## config.mk

```make
export PLATFORM = sky130hd
export DESIGN_NAME = frame_sched
export DESIGN_NICKNAME = d
export VERILOG_FILES = /design/src/rtl/frame_sched.sv
export SDC_FILE = /design/constraint.sdc
export NUM_CORES = 1
export LEC_CHECK = 0
export ABC_AREA = 1
export BUFFER_PORTS_ARGS = -buffer_cell sky130_fd_sc_hd__buf_2
export CAP_MARGIN = 40
export CORE_MARGIN = 3
export CORE_UTILIZATION = 60
export CTS_CLUSTER_SIZE = 24
export DETAILED_ROUTE_END_ITERATION = 16
export GPL_ROUTABILITY_DRIVEN = 0
export PLACE_DENSITY = 0.84
export RECOVER_POWER = 100
export SETUP_SLACK_MARGIN = 0.1
export SLEW_MARGIN = 20
export SYNTH_ARGS = -nofsm -noshare
export SYNTH_HDL_FRONTEND = slang
export SYNTH_SLANG_ARGS = --single-unit
```

## constraint.sdc

```tcl
create_clock -name i_clk -period 4.3 [get_ports i_clk]
set_clock_uncertainty 0.15 [all_clocks]
set_input_delay 0.645 -clock i_clk [delete_from_list [all_inputs] [get_ports i_clk]]
set_output_delay 0.645 -clock i_clk [all_outputs]
set_load 0.03 [all_outputs]
```

## src/rtl/frame_sched.sv

```systemverilog
// frame_sched: frame-level sequencer for the image-FIFO read path, with a Wishbone register
// file and frame-stable shadows. Define FRAME_SCHED_DOUBLE_BUFFER_EN to enable BASE1 and SWAP.
module frame_sched #(
  parameter int AW        = 24,
  parameter int LGFLEN    = 11,
  parameter int LW        = 11,
  parameter int NF_CYCLES = 4
) (
  input  logic            i_clk,
  input  logic            i_reset_n,
  input  logic            i_wb_cyc,
  input  logic            i_wb_stb,
  input  logic            i_wb_we,
  input  logic [2:0]      i_wb_addr,
  input  logic [31:0]     i_wb_data,
  output logic            o_wb_ack,
  output logic            o_wb_stall,
  output logic [31:0]     o_wb_data,
  input  logic            i_frame_start,
  input  logic            i_fifo_err,
  output logic            o_newframe,
  output logic [AW-1:0]   o_baseaddr,
  output logic [AW-1:0]   o_lineaddr,
  output logic [LGFLEN:0] o_linewords,
  output logic [LW-1:0]   o_nlines,
  output logic            o_swap_ack,
  output logic            o_buf
);

  localparam logic [2:0] S_DISABLED = 3'd0;
  localparam logic [2:0] S_WAIT     = 3'd1;
  localparam logic [2:0] S_LOAD     = 3'd2;
  localparam logic [2:0] S_HOLD     = 3'd3;
  localparam logic [2:0] S_ACTIVE   = 3'd4;
  localparam logic [7:0] HOLD_LAST  = 8'(NF_CYCLES - 2);

  logic [2:0]      state;
  logic [7:0]      hold_cnt;
  logic            en;
  logic [AW-1:0]   base0;
  logic [AW-1:0]   base1;
  logic [AW-1:0]   lineaddr;
  logic [LGFLEN:0] linewords;
  logic [LW-1:0]   nlines;
  logic [15:0]     errcnt;
  logic            swap_pending;
  logic            buf_sel;
  logic            swap_ack;
  logic [AW-1:0]   load_base;
  logic            bus_req;
  logic            bus_wr;
  logic            ctrl_wr;
  logic            start_load;
  logic [31:0]     rd_data;

  wire unused_wb_data = &{1'b0, i_wb_data};

  assign bus_req    = i_wb_cyc & i_wb_stb;
  assign bus_wr     = bus_req & i_wb_we;
  assign ctrl_wr    = bus_wr && (i_wb_addr == 3'd0);
  assign start_load = i_frame_start && en && ((state == S_WAIT) || (state == S_ACTIVE));
  assign o_newframe = (state == S_DISABLED) || (state == S_LOAD) || (state == S_HOLD);
  assign o_wb_stall = 1'b0;
  assign o_buf      = buf_sel;
  assign o_swap_ack = swap_ack;

  // LOAD is entered on the edge that samples the start, so shadows update together with it.
  always_ff @(posedge i_clk or negedge i_reset_n) begin
    if (!i_reset_n) begin
      state    <= S_DISABLED;
      hold_cnt <= '0;
    end else begin
      case (state)
        S_DISABLED: if (en) state <= S_WAIT;
        S_WAIT, S_ACTIVE: begin
          if (!en)
            state <= S_DISABLED;
          else if (i_frame_start)
            state <= S_LOAD;
        end
        S_LOAD: begin
          state    <= S_HOLD;
          hold_cnt <= '0;
        end
        S_HOLD: begin
          if (hold_cnt == HOLD_LAST)
            state <= en ? S_ACTIVE : S_DISABLED;
          else
            hold_cnt <= hold_cnt + 8'd1;
        end
        default: state <= S_DISABLED;
      endcase
    end
  end

  always_ff @(posedge i_clk or negedge i_reset_n) begin
    if (!i_reset_n) begin
      en        <= 1'b0;
      base0     <= '0;
      lineaddr  <= '0;
      linewords <= '0;
      nlines    <= '0;
    end else if (bus_wr) begin
      case (i_wb_addr)
        3'd0: en        <= i_wb_data[0];
        3'd1: base0     <= i_wb_data[AW-1:0];
        3'd3: lineaddr  <= i_wb_data[AW-1:0];
        3'd4: linewords <= i_wb_data[LGFLEN:0];
        3'd5: nlines    <= i_wb_data[LW-1:0];
        default: ;
      endcase
    end
  end

`ifdef FRAME_SCHED_DOUBLE_BUFFER_EN
  // A SWAP write during LOAD re-arms pending after the consuming edge, deferring it a frame.
  always_ff @(posedge i_clk or negedge i_reset_n) begin
    if (!i_reset_n) begin
      base1        <= '0;
      swap_pending <= 1'b0;
      buf_sel      <= 1'b0;
      swap_ack     <= 1'b0;
    end else begin
      if (bus_wr && (i_wb_addr == 3'd2))
        base1 <= i_wb_data[AW-1:0];
      swap_pending <= (swap_pending & ~start_load) | (ctrl_wr & i_wb_data[1]);
      swap_ack     <= start_load & swap_pending;
      if (start_load && swap_pending)
        buf_sel <= ~buf_sel;
    end
  end

  assign load_base = (swap_pending ? ~buf_sel : buf_sel) ? base1 : base0;
`else
  assign base1        = '0;
  assign swap_pending = 1'b0;
  assign buf_sel      = 1'b0;
  assign swap_ack     = 1'b0;
  assign load_base    = base0;
`endif

  always_ff @(posedge i_clk or negedge i_reset_n) begin
    if (!i_reset_n) begin
      errcnt <= '0;
    end else if (ctrl_wr && i_wb_data[3]) begin
      errcnt <= {15'd0, i_fifo_err};
    end else if (i_fifo_err && (errcnt != 16'hFFFF)) begin
      errcnt <= errcnt + 16'd1;
    end
  end

  always_ff @(posedge i_clk or negedge i_reset_n) begin
    if (!i_reset_n) begin
      o_baseaddr  <= '0;
      o_lineaddr  <= '0;
      o_linewords <= '0;
      o_nlines    <= '0;
    end else if (start_load) begin
      o_baseaddr  <= load_base;
      o_lineaddr  <= lineaddr;
      o_linewords <= linewords;
      o_nlines    <= nlines;
    end
  end

  always_comb begin
    rd_data = '0;
    case (i_wb_addr)
      3'd0: rd_data = {errcnt, 12'd0, 1'b0, buf_sel, swap_pending, en};
      3'd1: rd_data = 32'(base0);
      3'd2: rd_data = 32'(base1);
      3'd3: rd_data = 32'(lineaddr);
      3'd4: rd_data = 32'(linewords);
      3'd5: rd_data = 32'(nlines);
      default: rd_data = '0;
    endcase
  end

  always_ff @(posedge i_clk or negedge i_reset_n) begin
    if (!i_reset_n) begin
      o_wb_ack  <= 1'b0;
      o_wb_data <= '0;
    end else begin
      o_wb_ack <= bus_req;
      if (bus_req)
        o_wb_data <= rd_data;
    end
  end

endmodule

```

==> metrics.txt <==
Core ar. 14200 um2; H-tree Lvls 1; reg2reg setup slack 1310 ps; HP Class in2reg; area used by multi-input combinational logic 2980 um2; drt drc 0; Slew HR -0.568; Die X 128 um; post-synthesis sequential area ratio 0.570; initial antenna violation count 0; Antenna diodes 0; CTS tree built; Total Wirelength 21.6 mm; crit path DAT 3220 ps; WL per Instance 15.9 um; Post-CTS Hold Buffers 0; vias per cell 5.46; # nets final 1214; kind of critical path reg2reg; MaxCap Viol Count 2; Tot Pwr 6.26 mW; Main synth FF type dfrtp_1; die height 128 um; Avg Cell Area, Syn 8.55 um2; share of cells above drive strength 1 0.0763; f_max 0.334 GHz; Post-CTS Setup Inserts 0; DRT iter0 DRCs 661; GR Overflow Total 0; CTS Buf Count 20; Post-Syn Instances 1043; Worst Path Required 4530 ps; Final Max Tran Viols 143; setup TNS 0 ps; FFs w/ async S/R, synth 1.00; first-pass GRT wire length 35.1 mm; Hold Fails Final Rpt 0; Pre-Repair DR Iteration Count 8; Reg area 5080 um2; root buf cell clkbuf_16; worst ir drop on vdd 0.000403 V; vias in the first global route 7052; PwrDens 621 nW/um2; post-route ant nets 0; Resized Gates After CTS 0; global-route usage over all layers 0.265; Final Setup Violations 0; Initial Utilization 0.628; Leakage Power 4.98 nW; Area Overhead vs Synth 12.9%; minimum clock period 2990 ps; fill cell total of the finished layout 1191; worst skew pair latency 480 ps; period utilization 0.696; RSZ-0062 raised after global routing false; outcome finished with violations; CP max FO 45; #FFs+latches synth 203; largest net degree at the start of global routing 99; hpwl dp 14.2 mm; clk slew on worst S/H paths 60 ps; Port Buffers 138; I/O pin count 150; total number of vias 7422; Worst setup EP type register; Setup crit start kind register; Post-Synthesis Cell Area 8910 um2; number of enable flip-flop cells after synthesis 0; post-synth cell types 33; die footprint 16400 um2; TritonCTS Sinks 203; Ys Warns 0; row cnt 43; CTS max path bufs 3; worst slew pin tran 2350 ps; failing checks capacitance limit, slew limit
[synthesized netlist by cell type, types with 8 or more instances]
library cell,count,area [um2]
buf_2,12,60.1
buf_6,10,113
clkbuf_1,18,67.6
dfrtp_1,203,5080
inv_1,124,465
inv_2,8,30.0
nand2_1,343,1290
nand2_2,10,62.6
nand3_1,41,205
nand4_1,16,100
nor2_1,24,90.1
o21ai_0,164,821
o21ai_1,10,50.1
xor2_1,8,70.1
[worst max-delay path: stages (launching register included)]
cell and delay, ps:
dfrtp_1 420, inv_1 120, nand3_1 90, nand2_1 110, nand3_1 910, clkbuf_2 730, o21ai_0 350
[power breakdown]
part	internal, mW	total (mW)	leakage (nW)	switching, mW
sequential	2.41	2.75	2.61	0.340
combinational	0.449	1.87	2.07	1.42
clock	0.935	1.64	0.302	0.703
[final timing paths]
| kind | startpoint | to | depth (start not counted) |
|---|---|---|---|
| worst max-delay path | state[2]$_DFFE_PN0P_ | o_linewords[2]$_DFFE_PN0P_ | 6 |
| worst min-delay path | i_wb_data[4] | linewords[4]$_DFFE_PN0P_ | 3 |
| worst max register to register | state[2]$_DFFE_PN0P_ | o_linewords[2]$_DFFE_PN0P_ | 6 |
| worst min register to register | o_wb_data[25]$_DFFE_PN0N_ | o_wb_data[25]$_DFFE_PN0N_ | 2 |
| max in group asynchronous | i_reset_n | lineaddr[22]$_DFFE_PN0P_ | 2 |
| min in group asynchronous | i_reset_n | o_baseaddr[8]$_DFFE_PN0P_ | 1 |
[sequential cells by signal, indices dropped and copies added (netlist names)]
register     cells
errcnt          16
o_linewords     12
en               1
nlines          11
o_wb_data       32
o_nlines        11
hold_cnt         8
linewords       12
base0           24
o_baseaddr      24
lineaddr        24
o_lineaddr      24
o_wb_ack         1
state            3
[placed cells by master, fill, tap and decap left out, drive strengths merged]
| cell type | n |
|---|---|
| buf | 38 |
| o22ai | 5 |
| a21boi | 1 |
| xor2 | 8 |
| o21bai | 1 |
| ha | 3 |
| nor3 | 3 |
| conb | 3 |
| o211ai | 1 |
| clkinvlp | 1 |
| dfrtp | 203 |
| o21ai | 179 |
| o31ai | 7 |
| clkbuf | 137 |
| nand2 | 353 |
| a21oi | 5 |
| nor4 | 1 |
| inv | 131 |
| nand4 | 16 |
| clkinv | 7 |
| nor2 | 33 |
| nand3 | 43 |
[layout make-up]
cell class / instances / share of cell area
Clock buffer: 26 / 0.0571
Sequential cell: 203 / 0.505
Inverter: 133 / 0.0496
Tap cell: 180 / 0.0224
Clock inverter: 6 / 0.00323
Multi-Input combinational cell: 662 / 0.296
Timing Repair Buffer: 149 / 0.0666
[stage by stage]
step	hold WS, ps	instance area (um2)	util	std cells	worst slack (ps)
5_1_grt	259	10100	0.709	1359	867
6_report	258	10100	0.709	1359	1310
3_5_place_dp	313	9680	0.681	1326	1400
2_1_floorplan	199	8920	-	1045	2540
4_1_cts	115	10300	0.724	1358	1900
3_3_place_gp	310	9630	0.678	1324	1430
[cell families (layout without fill, tap and decap cells)]
kind of cell	count (synthesis)	after routing	synth area share
adder cells (fa/ha/maj)	3	3	0.00421
AO/OA/AOI/OAI	199	199	0.117
flip-flops	203	203	0.570
other	1	3	0.000421
XOR/XNOR	8	8	0.00786
buffers and inverters	180	314	0.0883
AND/OR/NAND/NOR	449	449	0.212
[per-layer routing]
metal  wire [um]  GRT usage  vias up  share of wire
met5           0          0        -              0
met4         500     0.0818        0          0.023
met3        1530     0.0379       37          0.071
met2        9910      0.406      279           0.46
met1        9690      0.396     3569           0.45
li1            -          -     3537              -
Note: power is estimated with default switching activity, not from simulation.
